<file path="src/rtl/fir_pkg.sv">
// Shared types and default sizes for the FIR stream controller slice.
package fir_pkg;

    typedef enum logic [1:0] {
        ST_IDLE  = 2'd0,
        ST_FLUSH = 2'd1,
        ST_RUN   = 2'd2,
        ST_DRAIN = 2'd3
    } fir_state_t;

    localparam int N2_DEF       = 16;
    localparam int N3_DEF       = 32;
    localparam int TAPS_DEF     = 8;
    localparam int FIR_LAT_DEF  = 1;
    localparam int IN_DEPTH_DEF = 4;

endpackage

</file>
<file path="src/rtl/fir_stream_ctrl_if.sv">
// Sample-in / result-out valid-ready streams of the FIR stream controller.
// slave: controller side; master: producer/consumer side.
interface fir_stream_ctrl_if
    import fir_pkg::*;
#(
    parameter int N2 = N2_DEF,
    parameter int N3 = N3_DEF
) ();
    logic [N2-1:0] in_data;
    logic          in_valid;
    logic          in_ready;
    logic [N3-1:0] out_data;
    logic          out_valid;
    logic          out_ready;

    modport slave (
        input  in_data, in_valid, out_ready,
        output in_ready, out_data, out_valid
    );

    modport master (
        output in_data, in_valid, out_ready,
        input  in_ready, out_data, out_valid
    );
endinterface

</file>
<file path="src/rtl/sync_fifo.sv">
// Small synchronous FIFO with combinational read data at the head.
// Push while full is honoured only when a pop happens in the same cycle.
module sync_fifo #(
    parameter int WIDTH = 16,
    parameter int DEPTH = 4
) (
    input  logic                       CLK,
    input  logic                       RST,
    input  logic                       push,
    input  logic                       pop,
    input  logic [WIDTH-1:0]           wdata,
    output logic [WIDTH-1:0]           rdata,
    output logic                       full,
    output logic                       empty,
    output logic [$clog2(DEPTH):0]     count
);
    localparam int AW = $clog2(DEPTH);

    logic [WIDTH-1:0] mem [DEPTH];
    logic [AW:0]      wr_ptr;
    logic [AW:0]      rd_ptr;
    logic             do_push;
    logic             do_pop;

    assign count   = wr_ptr - rd_ptr;
    assign empty   = (count == '0);
    assign full    = (count == (AW+1)'(DEPTH));
    assign rdata   = mem[rd_ptr[AW-1:0]];
    assign do_pop  = pop && !empty;
    assign do_push = push && (!full || do_pop);

    // pointer update; extra MSB distinguishes full from empty
    always_ff @(posedge CLK) begin
        if (RST) begin
            wr_ptr <= '0;
            rd_ptr <= '0;
        end else begin
            if (do_push) wr_ptr <= wr_ptr + 1'b1;
            if (do_pop)  rd_ptr <= rd_ptr + 1'b1;
        end
    end

    // storage write, no reset needed since data is only read when non-empty
    always_ff @(posedge CLK) begin
        if (do_push) mem[wr_ptr[AW-1:0]] <= wdata;
    end
endmodule

</file>
<file path="src/rtl/fir_stream_ctrl.sv">
// Frame sequencer in front of an external fir_filter: flushes the delay line
// with zeros, streams frame samples through it and buffers results.
//
// state    | meaning
// ---------+--------------------------------------------------------------
// ST_IDLE  | waiting for start; frame_len captured on accepted start
// ST_FLUSH | TAPS cycles of zero input to clear filter history
// ST_RUN   | issuing FIFO samples to the filter under output back-pressure
// ST_DRAIN | all samples issued, waiting for the last results to leave
module fir_stream_ctrl
    import fir_pkg::*;
#(
    parameter int N2       = N2_DEF,
    parameter int N3       = N3_DEF,
    parameter int TAPS     = TAPS_DEF,
    parameter int FIR_LAT  = FIR_LAT_DEF,
    parameter int IN_DEPTH = IN_DEPTH_DEF
) (
    input  logic              CLK,
    input  logic              RST,
    input  logic              start,
    input  logic [7:0]        frame_len,
    fir_stream_ctrl_if.slave  st,
    output logic              busy,
    output logic              done,
    output logic [N2-1:0]     fir_input_data,
    output logic              fir_enable,
    input  logic [N3-1:0]     fir_output_data
);
    localparam int CW = $clog2(IN_DEPTH) + 1;

    fir_state_t       state;
    fir_state_t       state_nxt;
    logic [7:0]       len_q;
    logic [7:0]       iss_cnt;
    logic [7:0]       dlv_cnt;
    logic [7:0]       flush_cnt;
    logic [N2-1:0]    last_q;
    logic [FIR_LAT-1:0] vld_sr;
    logic [1:0]       infl_cnt;
    logic [1:0]       ob_cnt;
    logic [N3-1:0]    ob0;
    logic [N3-1:0]    ob1;

    logic             fifo_full;
    logic             fifo_empty;
    logic [N2-1:0]    fifo_rdata;
    logic [CW-1:0]    fifo_count;

    logic             in_rdy;
    logic             room;
    logic             push;
    logic             issue;
    logic             capture;
    logic             pop_out;
    logic             start_ok;
    logic             start_zero;

    // accepted samples are either still queued or already issued
    assign room       = !fifo_full && (({1'b0, iss_cnt} + 9'(fifo_count)) < {1'b0, len_q});
    assign push       = st.in_valid && in_rdy;
    assign capture    = vld_sr[FIR_LAT-1];
    assign pop_out    = (ob_cnt != 2'd0) && st.out_ready;
    assign start_ok   = (state == ST_IDLE) && start && (frame_len != 8'd0);
    assign start_zero = (state == ST_IDLE) && start && (frame_len == 8'd0);

    assign st.in_ready  = in_rdy;
    assign st.out_valid = (ob_cnt != 2'd0);
    assign st.out_data  = ob0;
    assign busy         = (state != ST_IDLE);

    sync_fifo #(
        .WIDTH (N2),
        .DEPTH (IN_DEPTH)
    ) u_in_fifo (
        .CLK   (CLK),
        .RST   (RST),
        .push  (push),
        .pop   (issue),
        .wdata (st.in_data),
        .rdata (fifo_rdata),
        .full  (fifo_full),
        .empty (fifo_empty),
        .count (fifo_count)
    );

    // state register
    always_ff @(posedge CLK) begin
        if (RST) state <= ST_IDLE;
        else     state <= state_nxt;
    end

    // next state, filter drive and input acceptance
    always_comb begin
        state_nxt      = state;
        fir_enable     = 1'b0;
        fir_input_data = last_q;
        issue          = 1'b0;
        in_rdy         = 1'b0;
        case (state)
            ST_IDLE: begin
                if (start_ok) state_nxt = ST_FLUSH;
            end
            ST_FLUSH: begin
                fir_enable     = 1'b1;
                fir_input_data = '0;
                in_rdy         = room;
                if (flush_cnt == 8'd0) state_nxt = ST_RUN;
            end
            ST_RUN: begin
                in_rdy = room;
                // at most two results outstanding so the 2-entry buffer never overflows
                if (!fifo_empty && (({1'b0, infl_cnt} + {1'b0, ob_cnt}) < 3'd2)) begin
                    issue          = 1'b1;
                    fir_enable     = 1'b1;
                    fir_input_data = fifo_rdata;
                    if (iss_cnt + 8'd1 == len_q) state_nxt = ST_DRAIN;
                end
            end
            ST_DRAIN: begin
                if (dlv_cnt == len_q) state_nxt = ST_IDLE;
            end
            default: state_nxt = ST_IDLE;
        endcase
    end

    // frame counters, flush down-counter, held filter input and done pulse
    always_ff @(posedge CLK) begin
        if (RST) begin
            len_q     <= '0;
            iss_cnt   <= '0;
            dlv_cnt   <= '0;
            flush_cnt <= '0;
            last_q    <= '0;
            done      <= 1'b0;
        end else begin
            done <= start_zero || ((state == ST_DRAIN) && (dlv_cnt == len_q));
            if (start_ok) begin
                len_q     <= frame_len;
                iss_cnt   <= '0;
                dlv_cnt   <= '0;
                flush_cnt <= 8'(TAPS - 1);
            end
            if (state == ST_FLUSH) begin
                flush_cnt <= flush_cnt - 8'd1;
                last_q    <= '0;
            end
            if (issue) begin
                iss_cnt <= iss_cnt + 8'd1;
                last_q  <= fifo_rdata;
            end
            if (pop_out) dlv_cnt <= dlv_cnt + 8'd1;
        end
    end

    // in-flight tracking: marks which filter outputs belong to real samples
    always_ff @(posedge CLK) begin
        if (RST) begin
            vld_sr   <= '0;
            infl_cnt <= '0;
        end else begin
            vld_sr <= FIR_LAT'({vld_sr, issue});
            case ({issue, capture})
                2'b10:   infl_cnt <= infl_cnt + 2'd1;
                2'b01:   infl_cnt <= infl_cnt - 2'd1;
                default: ;
            endcase
        end
    end

    // 2-entry output buffer, ob0 is always the head
    always_ff @(posedge CLK) begin
        if (RST) begin
            ob_cnt <= '0;
            ob0    <= '0;
            ob1    <= '0;
        end else begin
            case ({capture, pop_out})
                2'b10: begin
                    if (ob_cnt == 2'd0) ob0 <= fir_output_data;
                    else                ob1 <= fir_output_data;
                    ob_cnt <= ob_cnt + 2'd1;
                end
                2'b01: begin
                    ob0    <= ob1;
                    ob_cnt <= ob_cnt - 2'd1;
                end
                2'b11: begin
                    if (ob_cnt == 2'd1) begin
                        ob0 <= fir_output_data;
                    end else begin
                        ob0 <= ob1;
                        ob1 <= fir_output_data;
                    end
                end
                default: ;
            endcase
        end
    end
endmodule

</file>
<file path="src/flat_wrapper.sv">
// flat-port wrapper written by rule: the top's interface ports become plain ports
module fir_stream_ctrl_flat import fir_pkg::*;
#(
    parameter int N2       = N2_DEF,
    parameter int N3       = N3_DEF,
    parameter int TAPS     = TAPS_DEF,
    parameter int FIR_LAT  = FIR_LAT_DEF,
    parameter int IN_DEPTH = IN_DEPTH_DEF
)
  (CLK, RST, start, frame_len, busy, done, fir_input_data, fir_enable, fir_output_data, st_in_data, st_in_valid, st_out_ready, st_in_ready, st_out_data, st_out_valid);
  fir_stream_ctrl_if #(.N2(N2), .N3(N3)) st_i ();
  input  logic CLK;
  input  logic RST;
  input  logic start;
  input  logic [7:0] frame_len;
  output logic busy;
  output logic done;
  output logic [N2-1:0] fir_input_data;
  output logic fir_enable;
  input  logic [N3-1:0] fir_output_data;
  input wire logic [$bits(st_i.in_data)-1:0] st_in_data;
  input wire logic [$bits(st_i.in_valid)-1:0] st_in_valid;
  input wire logic [$bits(st_i.out_ready)-1:0] st_out_ready;
  output wire logic [$bits(st_i.in_ready)-1:0] st_in_ready;
  output wire logic [$bits(st_i.out_data)-1:0] st_out_data;
  output wire logic [$bits(st_i.out_valid)-1:0] st_out_valid;
  assign st_i.in_data = st_in_data;
  assign st_i.in_valid = st_in_valid;
  assign st_i.out_ready = st_out_ready;
  assign st_in_ready = st_i.in_ready;
  assign st_out_data = st_i.out_data;
  assign st_out_valid = st_i.out_valid;
  fir_stream_ctrl #(.N2(N2), .N3(N3), .TAPS(TAPS), .FIR_LAT(FIR_LAT), .IN_DEPTH(IN_DEPTH)) u_core (.CLK(CLK), .RST(RST), .start(start), .frame_len(frame_len), .st(st_i), .busy(busy), .done(done), .fir_input_data(fir_input_data), .fir_enable(fir_enable), .fir_output_data(fir_output_data));
endmodule
</file>
<file path="config.mk">
export PLATFORM = sky130hd
export DESIGN_NAME = fir_stream_ctrl_flat
export DESIGN_NICKNAME = d
export VERILOG_FILES = /design/src/rtl/fir_pkg.sv /design/src/rtl/fir_stream_ctrl_if.sv /design/src/rtl/sync_fifo.sv /design/src/rtl/fir_stream_ctrl.sv /design/src/flat_wrapper.sv
export SDC_FILE = /design/constraint.sdc
export NUM_CORES = 1
export LEC_CHECK = 0
export CORE_MARGIN = 8
export CORE_UTILIZATION = 45
export CTS_CLUSTER_DIAMETER = 40
export DETAILED_ROUTE_END_ITERATION = 6
export GPL_ROUTABILITY_DRIVEN = 0
export HOLD_SLACK_MARGIN = 0.08
export MAX_ROUTING_LAYER = met4
export PLACE_DENSITY_LB_ADDON = 0.08
export SKIP_LAST_GASP = 1
export SLEW_MARGIN = 20
export SYNTH_ARGS = -nofsm -noshare
export SYNTH_HDL_FRONTEND = slang
export SYNTH_SLANG_ARGS = --single-unit
</file>
<file path="constraint.sdc">
create_clock -name CLK -period 7.5 [get_ports CLK]
set_input_delay 2.25 -clock CLK [delete_from_list [all_inputs] [get_ports CLK]]
set_output_delay 2.25 -clock CLK [all_outputs]
set_load 0.01 [all_outputs]
</file>
# [Word level (Yosys, flattened, before mapping)]
# Memories as Yosys holds them, arrays and structs flattened. A register that Yosys moved wholly into a read port is not among the register bits.
# Cells that the tools add are included.
[classes] reduce_logical=34 n_lt_le_gt_ge=2 muxes=31 n_eq_ne=20 add_sub_neg=12
[ops] operator="32-bit 2-to-1 mux" count=4
[ops] operator="32-bit one-hot mux with 3 select lines" count=1
[ops] operator="32-bit one-hot mux with 2 select lines" count=1
[ops] operator="16-bit 2-to-1 mux" count=3
[ops] operator="8-bit 2-to-1 mux" count=5
[ops] operator="16-bit one-hot mux with 2 select lines" count=1
[ops] operator="2-bit nonzero test" count=9
[ops] operator="8-bit by 1-bit adder with 8-bit output, second input constant" count=2
[ops] operator="8-bit equality test" count=2
[ops] operator="8-bit zero test" count=2
[ops] operator="2-bit 2-to-1 mux" count=7
[ops] operator="2-bit by 1-bit inequality test with 1-bit output, second input constant" count=6
[ops] operator="2-bit equality test, second input constant" count=5
[ops] operator="1-bit logical AND" count=10
[ops] operator="8-bit by 3-bit adder with 9-bit output" count=1
[ops] operator="9-bit by 8-bit < comparator with 1-bit output" count=1
[ops] operator="2-bit by 1-bit equality test with 1-bit output, second input constant" count=4
[ops] operator="2-bit one-hot mux with 2 select lines" count=2
[ops] operator="2-bit one-hot mux with 4 select lines" count=1
[ops] operator="8-bit nonzero test" count=1
[ops] operator="8-bit by 1-bit subtractor with 8-bit output, second input constant" count=1
[ops] operator="3-bit by 1-bit adder with 3-bit output, second input constant" count=2
[ops] operator="1-bit 2-to-1 mux" count=5
[ops] operator="5-bit AND reduction" count=1
[ops] operator="other kinds (16)" count=22
[word_totals] n_memories=1 ram_bits=64 reg_bits=126 input_bits=61
[memory_table] memory="u_core.u_in_fifo.mem" words=4 width=16 read_ports=1 rd_ports_with_merged_regs=1 wr=1 line="sync_fifo.sv:19" text="logic [WIDTH-1:0] mem [DEPTH];"

# [Longest topological paths before layout]
# Gate-level depths: netlist of the first run.
[logic_depth] word_depth=11 ltp_mapped=17 ltp_nobuf=17

# [Hierarchy]
# From an unflattened synthesis of the first run, not the netlist that was laid out.
[unflattened] hier_cells=826 hier_area_um2=8608.3
[modules_own_cells] module="fir_stream_ctrl" cells_each=685 n_inst=1 area_each_um2=5779.3 seq_area_each_um2=2402.3
[modules_own_cells] module="sync_fifo" cells_each=141 n_inst=1 area_each_um2=2829.0 seq_area_each_um2=2082.0

# [Least setup slack after synthesis of the first run]
# OpenSTA, ideal clock, no wires.
[synth_path] path_kind="flip-flop to output port" startpoint="reg u_core.u_in_fifo.wr_ptr[0]" endpoint="out st_in_ready" path_buffers=0 arrival_ns=2.951 setup_slack_ns=2.299 stages_incl_launch_ff=16 required_time_ns=5.250 cell_sequence="dfxtp_1 inv_1 ha_1 inv_1 fa_1 ha_1 a21o_1 a21oi_1 nor2_1 xor2_1 ha_1 a21oi_1 nor2b_1 o21ai_0 nand3_1 a21oi_1"
[synth_via] elab_chain_len=5
[synth_lines] element="from (decl)" line="sync_fifo.sv:20" text="logic [AW:0] wr_ptr;"
[synth_lines] element="from (signal assigned)" line="sync_fifo.sv:38" text="if (do_push) wr_ptr <= wr_ptr + 1'b1;"
[synth_lines] element="3-bit subtractor (*)" line="sync_fifo.sv:25" text="assign count = wr_ptr - rd_ptr;"
[synth_lines] element="8-bit by 3-bit adder with 9-bit output or 3-bit equality test (tied branches)" line="fir_stream_ctrl.sv:60, sync_fifo.sv:27"
[synth_lines] element="9-bit by 8-bit < comparator with 1-bit output or 1-bit zero test (tied branches)" line="fir_stream_ctrl.sv:60" text="assign room = !fifo_full && (({1'b0, iss_cnt} + 9'(fifo_count)) < {1'b0, len_q});"
[synth_lines] element="1-bit logical AND (*)" line="fir_stream_ctrl.sv:60"
[synth_lines] element="1-bit 2-to-1 mux (*)" line="fir_stream_ctrl.sv:100" text="case (state)"
[synth_lines] element="to (decl)" line="flat_wrapper.sv:24" text="output wire logic [$bits(st_i.in_ready)-1:0] st_in_ready;"
# Mark *: on every way between the ends. The rest lies on a longest branch, timed or not.

# [Worst setup path after layout of the first run]
# Ends and elaborated chain as after synthesis.

==> results of run 1 <==
[final cells by class]
| type | instances | area share, % |
|---|---|---|
| multi-input cells | 569 | 36.3 |
| clock buffers | 19 | 4.48 |
| well taps | 265 | 3.12 |
| repair buffers | 122 | 11.3 |
| clock inverters | 13 | 1.39 |
| flip-flops and latches | 192 | 42.3 |
| inverters | 32 | 1.18 |
[Yosys cell counts, types with 2 or more instances]
library cell,count,area (µm²)
a211oi_1,34,255
nor2_1,90,338
a21o_1,8,60.1
nand3b_1,14,105
a21oi_1,72,360
clkbuf_1,42,158
mux2i_1,4,40.0
nand2_1,103,387
a21oi_2,7,61.3
and3_1,2,12.5
o211ai_1,2,15.0
fa_1,3,60.1
mux2_2,3,33.8
inv_1,30,113
nor4_1,5,31.3
nor2b_1,3,18.8
nor3_1,8,40.0
xnor2_1,24,210
xor2_1,11,96.3
mux4_2,16,360
edfxtp_1,64,1920
and2_1,4,25.0
o21ai_1,2,10.0
or3_1,2,12.5
a31oi_1,5,31.3
nand3_1,10,50.1
buf_6,2,22.5
o21ai_0,14,70.1
o21a_1,2,15.0
buf_2,6,30.0
a311oi_1,7,61.3
nand2b_1,6,37.5
ha_1,31,388
a22o_1,16,140
buf_1,3,11.3
nand3b_2,7,78.8
nand4_1,6,37.5
a22oi_1,32,240
dfxtp_1,128,2560
[cells by family after synthesis]
| logic type | after synthesis |
|---|---|
| compound gates | 208 |
| xor+xnor | 36 |
| fa+ha+maj | 34 |
| buf+inv | 87 |
| flops | 192 |
| mux | 23 |
| simple gates | 268 |
[power by group through the flow]
stage,clock [mW],combinational [mW],sequential (mW)
finish,0.927,1.10,1.33
CTS,0.948,1.11,1.33
global route,0.988,1.21,1.34
global placement,0,1.09,1.34
detailed placement,0,1.11,1.35
floorplan,0,0.653,1.36
[worst max path at each step]
| stage | end | cells after the start |
|---|---|---|
| after global routing | st_in_ready | 16 |
| final | st_in_ready | 16 |
| after global placement | st_in_ready | 16 |
| after detailed placement | st_in_ready | 16 |
| after floorplan | st_in_ready | 15 |
| after CTS | st_in_ready | 16 |
[cells in the final DEF, fill, tap and decap left out, types with 10 or more instances in the layout]
cell type,n
ha_1,31
buf_4,10
o21ai_0,14
inv_1,30
clkbuf_16,19
nand3_1,10
dfxtp_1,128
nand2_1,103
nand3b_1,14
edfxtp_1,64
a21oi_1,71
xor2_1,11
a22oi_1,32
clkdlybuf4s50_1,112
mux4_2,16
nor2_1,90
xnor2_1,24
a211oi_1,34
a22o_1,16
[flip-flops by register name, summed over array words and instances (netlist names), named ones only]
register,count
u_core.infl_cnt,2
u_core.st.out_data,32
u_core.dlv_cnt,8
u_core.u_in_fifo.mem,64
u_core.state,2
u_core.ob1,32
u_core.iss_cnt,8
u_core.ob_cnt,2
u_core.last_q,16
u_core.done,1
u_core.flush_cnt,8
u_core.u_in_fifo.rd_ptr,3
u_core.len_q,8
u_core.capture,1
u_core.u_in_fifo.wr_ptr,3
[per-layer routing]
layer	part of all wire (%)	GRT usage [%]	vias up	wire length (µm)
met3	3.9	3.30	26	828
met2	49	29.5	158	10400
li1	-	-	3209	-
met5	0	-	-	0
met4	1.3	6.81	0	284
met1	45	22.2	3164	9580
[per-stage QoR]
| step | cells | power, mW | util, % | hold WS [ns] |
|---|---|---|---|---|
| 4_1_cts | 1212 | 3.39 | 55.2 | 0.457 |
| 3_5_place_dp | 1180 | 2.46 | 52.0 | 0.446 |
| 6_report | 1212 | 3.35 | 55.3 | 0.455 |
| 5_1_grt | 1212 | 3.55 | 55.3 | 0.471 |
| 2_1_floorplan | 848 | 2.01 | - | 0.436 |
| 3_3_place_gp | 1180 | 2.43 | 52.0 | 0.441 |
[worst max-delay path, cell delays in order (launching register included)]
cell	delay, ns
dfxtp_1	0.39
inv_1	0.11
ha_1	0.21
inv_1	0.07
fa_1	0.45
ha_1	0.31
a21o_1	0.18
a21oi_1	0.31
nor2_1	0.10
xor2_1	0.15
ha_1	0.31
a21oi_1	0.13
nor2b_1	0.06
o21ai_0	0.22
nand3_1	0.12
a21oi_1	0.14
clkdlybuf4s50_1	0.56
==> results by group, run 1 <==
Routing
  – Initial DRC count: 354
  – WL/cell: around 17 µm
  – Final wirelength: roughly 21000 µm
  – DR pass1 iterations: 5
  – Post-route ant nets: 0
  – Via count: approximately 6600
  – # DRC: 0
  – Routed vias/inst: between 5 and 6

Synth
  – Multiplexer area fraction after synthesis: ~5.0%
  – Post-synthesis sequential area ratio: 51.6%
  – Complex-gate fraction of the synthesized area: between 10% and 20%
  – Post-synth EDFFs: between 60 and 70
  – Flops & latches, synth: between 150 and 200
  – Synth Instances: 848
  – Synth unique cells: between 50 and 60
  – Asr flop ratio synth: 0%
  – XOR/XNOR Fraction of Synth Area: roughly 3.8%
  – Largest family of logic cells by synthesized area: compound AO/OA/AOI/OAI gates
  – Net Count, Synth: approximately 940
  – Post-Syn Area: 0.00870 mm²
  – Mean Syn Cell Area: 10.3 µm²
  – Post-synthesis adder-cell area fraction: 5.15%
  – YS warnings: 0
  – Main flop type after synthesis: dfxtp_1
  – Simple-Gate Fraction of Synth Area: 14.2%

Setup path
  – Critical path startpoint: u_core.u_in_fifo.wr_ptr[0]
  – WP data arrival: ~4.2 ns
  – Critical Path Fanout Max: 4
  – Flop2flop setup slack: roughly 2.8 ns
  – R2r endpoint: u_core.u_in_fifo.mem[0][11]
  – FF-to-FF path depth: 16
  – Endpoint required time on the critical path: 5.25 ns
  – CP Launch Type: flop
  – CP Capture Type: output port
  – R2r startpoint: u_core.u_in_fifo.wr_ptr[0]
  – WS Path Type: flop to output port

Cells and area
  – Sequential cell area: around 0.0045 mm²
  – P&R area growth vs syn: 22.0%
  – Antenna Cells: 0
  – Final net count: 1029
  – Layout cells sized above 1: 9.08%
  – Final instance area: about 0.011 mm²
  – Fillers: between 1500 and 2000
  – Area of the multi-input gates: a little under 0.004 mm²

Pwr
  – Internal: roughly 2.2 mW
  – PD cells: around 320 mW/mm²
  – Static leakage: approximately 3.6 nW
  – Worst IR drop on VDD: around 0.16 mV
  – Psw: around 1.1 mW
  – Combinational power share: roughly a third
  – Clock power frac: between 20 and 30%
  – Flop pwr share: ~40%
  – Sw Ratio: 33.9%

Worst hold path
  – Min-Delay Path Class: flop to flop
  – WHS Endpoint: u_core.ob1[14]
  – Worst Min Path Start: u_core.ob1[14]
  – Hold Path Depth: 2

Timing
  – Slew headroom: 35.9%
  – Slew Limit Fails: 0
  – # setup viols final: 0
  – Fmax: ~0.15 GHz
  – Slew @ Worst Pin: 0.961 ns
  – Total negative slack: 0 ns
  – Final hold vios: 0
  – Clock period minus worst slack: roughly 6.5 ns
  – Final worst setup slack: a little over 1 ns
  – Period Utilization, post-route: between 80% and 90%
  – Clk_skew: roughly 0.01 ns
  – RSZ-0062 raised after global routing: false

CTS
  – Worst-path clk slew: roughly 0.070 ns
  – Post_cts resized: 0
  – Clock buffer depth: 2
  – Post-CTS Setup Bufs: 0
  – Hold-fix buffers at CTS: 0
  – Number of clock sinks: about 190
  – TritonCTS Buffers: 17
  – CTS tree: yes
  – Root buf cell: clkbuf_16
  – H-Tree Depth: 4
  – Worst-Skew Late Latency: around 0.43 ns

Flow run
  – Count of max-cap constraint violations: 0

Place
  – Placed Area: around 0.010 mm²
  – Pre-CTS WS: about 1.5 ns
  – Detail Placement HPWL: ~15000 µm
  – I/O Buffers: 113

GRT
  – Antenna violations before repair: 0
  – Gr usage total: 18.1%
  – First-pass GRT wire length: between 30000 and 40000 µm
  – Vias in the first global route: ~6500
  – Total grt overflow: 0
  – Largest net degree at the start of global routing: between 70 and 80

Floorplanning
  – Die Span Y: between 150 and 200 µm
  – Num rows: between 50 and 60
  – Die footprint: 0.0240 mm²
  – Core area: 0.0192 mm²
  – Starting Density: between 40% and 50%
  – Width of the die: between 150 and 200 µm
  – IO Pins: approximately 110

Status
  – Status: complete, no violations
Note: power is estimated with default switching activity, not from simulation.
==> run 2, diff against run 1 <==
==> constraint.sdc (replaced) <==
create_clock -name CLK -period 7.5 [get_ports CLK]
set_input_delay 2.25 -clock CLK [delete_from_list [all_inputs] [get_ports CLK]]
set_output_delay 2.25 -clock CLK [all_outputs]
set_load 0.05 [all_outputs]
==> run 2 against run 1 <==
Effect of this change: flip-flop and latch count is the same; global-route usage up 0.077 points; core utilization shrank 0.16 points; cell area is 0.28% lower; count of clock-buffer cells in the layout shrank 1; routed wire length up 0.11%; die area stayed put; sequential power barely moved; non-clock buffer count did not move; clock skew grew 0.0033 ns; cell count stayed put; critical endpoint unchanged; largest cell class unchanged.
==> results by group, run 2 (synthesis gave the netlist of run 1 again) <==
Timing
  – Clock period minus worst slack: 6.77 ns (was 6.48 ns)
  – Period Utilization, post-route: 90.3% (was 86.4%)
  – RSZ-0062 raised after global routing: false (unchanged)
  – Total negative slack: 0 ns (unchanged)
  – Clk_skew: 0.0133 ns (was 0.0100 ns)
  – Final hold vios: 0 (unchanged)
  – Fmax: 0.148 GHz (was 0.154 GHz)
  – # setup viols final: 0 (unchanged)
  – Slew Limit Fails: 0 (unchanged)
  – Slew @ Worst Pin: 0.969 ns (was 0.961 ns)
  – Slew headroom: 35.4% (was 35.9%)

GRT
  – Total grt overflow: 0 (unchanged)
  – Vias in the first global route: 6546 (was 6530)
  – Largest net degree at the start of global routing: 72 (unchanged)
  – Gr usage total: 18.2% (was 18.1%)
  – First-pass GRT wire length: 34200 µm (was 33900 µm)
  – Antenna violations before repair: 0 (unchanged)

Setup path
  – WS Path Type: flop to output port (unchanged)
  – CP Launch Type: flop (unchanged)
  – Critical Path Fanout Max: 4 (unchanged)
  – Worst-path cell chain: inv_1, ha_1, inv_1, fa_1, ha_1, a21o_1, a21oi_1, nor2_1, xor2_1, ha_1, a21oi_1, nor2b_1, o21ai_0, nand3_1, a21oi_1, clkdlybuf4s50_1 (unchanged)
  – Crit-path slowest cell: clkdlybuf4s50_1 (unchanged)
  – Endpoint required time on the critical path: 5.25 ns (about the same)
  – WP data arrival: 4.52 ns (was 4.23 ns)
  – Slowest cell delay on critical path: 0.82 ns (was 0.56 ns)
  – CP Capture Type: output port (unchanged)

Place
  – Detail Placement HPWL: 14400 µm (was 14500 µm)
  – I/O Buffers: 113 (unchanged)

Routing
  – Routed vias/inst: 5.37 (was 5.41)
  – Initial DRC count: 341 (was 354)
  – Final wirelength: 21100 µm (about the same)
  – Via count: 6507 (was 6557)
  – Post-route ant nets: 0 (unchanged)
  – WL/cell: 17.4 µm (about the same)
  – DR pass1 iterations: 4 (was 5)
  – # DRC: 0 (unchanged)

Cells and area
  – Area of the multi-input gates: 0.00385 mm² (unchanged)
  – Final net count: 1029 (unchanged)
  – Max reg flops: 64 (unchanged)
  – Layout cells sized above 1: 9.08% (unchanged)
  – Fillers: 1664 (was 1666)
  – Antenna Cells: 0 (unchanged)
  – P&R area growth vs syn: 21.7% (was 22.0%)
  – Commonest non-fill, non-tap cells in the layout: dfxtp_1, clkdlybuf4s50_1, nand2_1 (unchanged)
  – Sequential cell area: 0.00448 mm² (unchanged)
  – Commonest non-fill, non-tap cell in the layout: dfxtp_1 (unchanged)

CTS
  – CTS tree: yes (unchanged)
  – Root buf cell: clkbuf_16 (unchanged)
  – Number of clock sinks: 192 (unchanged)
  – Worst-Skew Late Latency: 0.43 ns (about the same)
  – TritonCTS Buffers: 17 (unchanged)
  – Hold-fix buffers at CTS: 0 (unchanged)
  – Worst-path clk slew: 0.08 ns (was 0.07 ns)
  – H-Tree Depth: 4 (unchanged)
  – Post-CTS Setup Bufs: 0 (unchanged)
  – Post_cts resized: 0 (unchanged)
  – Clock buffer depth: 2 (unchanged)

Floorplanning
  – IO Pins: 114 (unchanged)
  – Die footprint: 0.0240 mm² (unchanged)
  – Num rows: 51 (unchanged)
  – Die Span Y: 155 µm (unchanged)
  – Starting Density: 45.3% (unchanged)
  – Core area: 0.0192 mm² (unchanged)
  – Width of the die: 155 µm (unchanged)

Status
  – Status: complete, no violations (unchanged)

Pwr
  – Static leakage: 3.56 nW (was 3.59 nW)
  – PD cells: 341 mW/mm² (was 316 mW/mm²)
  – Worst IR drop on VDD: 0.201 mV (was 0.164 mV)
  – Total power: 3.61 mW (was 3.35 mW)

Worst hold path
  – Min-Delay Path Class: flop to flop (unchanged)

Flow run
  – Count of max-cap constraint violations: 0 (unchanged)
## run 2: cell types whose count changed in the layout (fill, tap and decap cells not counted), sizes merged
cell	before	now
bufinv	1	0
clkbuf	19	18
clkinv	5	8
clkinvlp	0	3
inv	39	35
## run 2: where the power goes
part	internal [mW]	switching (mW)
logic	0.488	0.912
clock network	0.452	0.432
registers	1.23	0.0984
total	2.17	1.44
## run 2: critical path: cells and delay by family, from the launching register on
kind,cells,cell delay [ns]
xor gates and xnor gates,1,0.16
buffers and inverters,3,1.00
and+or+nand+nor,3,0.29
DFF,1,0.39
adders and majority gates,4,1.28
AOI/OAI and AO/OA,5,0.98
## run 2: worst paths after layout
path                              start                     endpoint  slack, ns  depth (start not counted)
max          u_core.u_in_fifo.wr_ptr[0]                  st_in_ready       0.73                         16
min                      u_core.ob1[31]               u_core.ob1[31]       0.46                          2
max reg2reg  u_core.u_in_fifo.wr_ptr[0]  u_core.u_in_fifo.mem[2][13]       2.76                         16
min reg2reg              u_core.ob1[31]               u_core.ob1[31]       0.46                          2
## run 2: metrics by stage
step | std cells | setup slack, ns | cell area [µm²] | utilization (%) | hold slack [ns]
global route | 1212 | 0.506 | 10600 | 55.1 | 0.469
finish | 1212 | 0.729 | 10600 | 55.1 | 0.455
detailed placement | 1180 | 1.24 | 9990 | 52.0 | 0.446
floorplan | 848 | 1.74 | 8700 | - | 0.436
CTS | 1212 | 0.742 | 10600 | 55.1 | 0.457
global placement | 1180 | 1.43 | 9990 | 52.0 | 0.441
## run 2: area by class of cell
type	count	share of cell area (%)
flip-flops and latches	192	42.4
multi-input cells	569	36.4
repair buffers	122	11.3
clock buffers	18	4.15
well taps	265	3.13
clock inverters	14	1.45
inverters	32	1.18
## run 2: metal layers
layer / track usage (%) / part of all wire (%) / vias up
li1: - / - / 3202
met1: 22.3 / 45 / 3107
met2: 29.2 / 48 / 165
met3: 4.05 / 4.8 / 33
met4: 6.63 / 1.8 / 0
met5: - / 0 / -
==> run 3, diff against run 2 <==
--- a/config.mk
+++ b/config.mk
@@ -5,6 +5,7 @@
 export SDC_FILE = /design/constraint.sdc
 export NUM_CORES = 1
 export LEC_CHECK = 0
+export ABC_AREA = 0
 export CORE_MARGIN = 8
 export CORE_UTILIZATION = 45
 export CTS_CLUSTER_DIAMETER = 40
==> results of run 3 <==
Same layout as run 2: the final DEF is identical, and so are final timing and power.
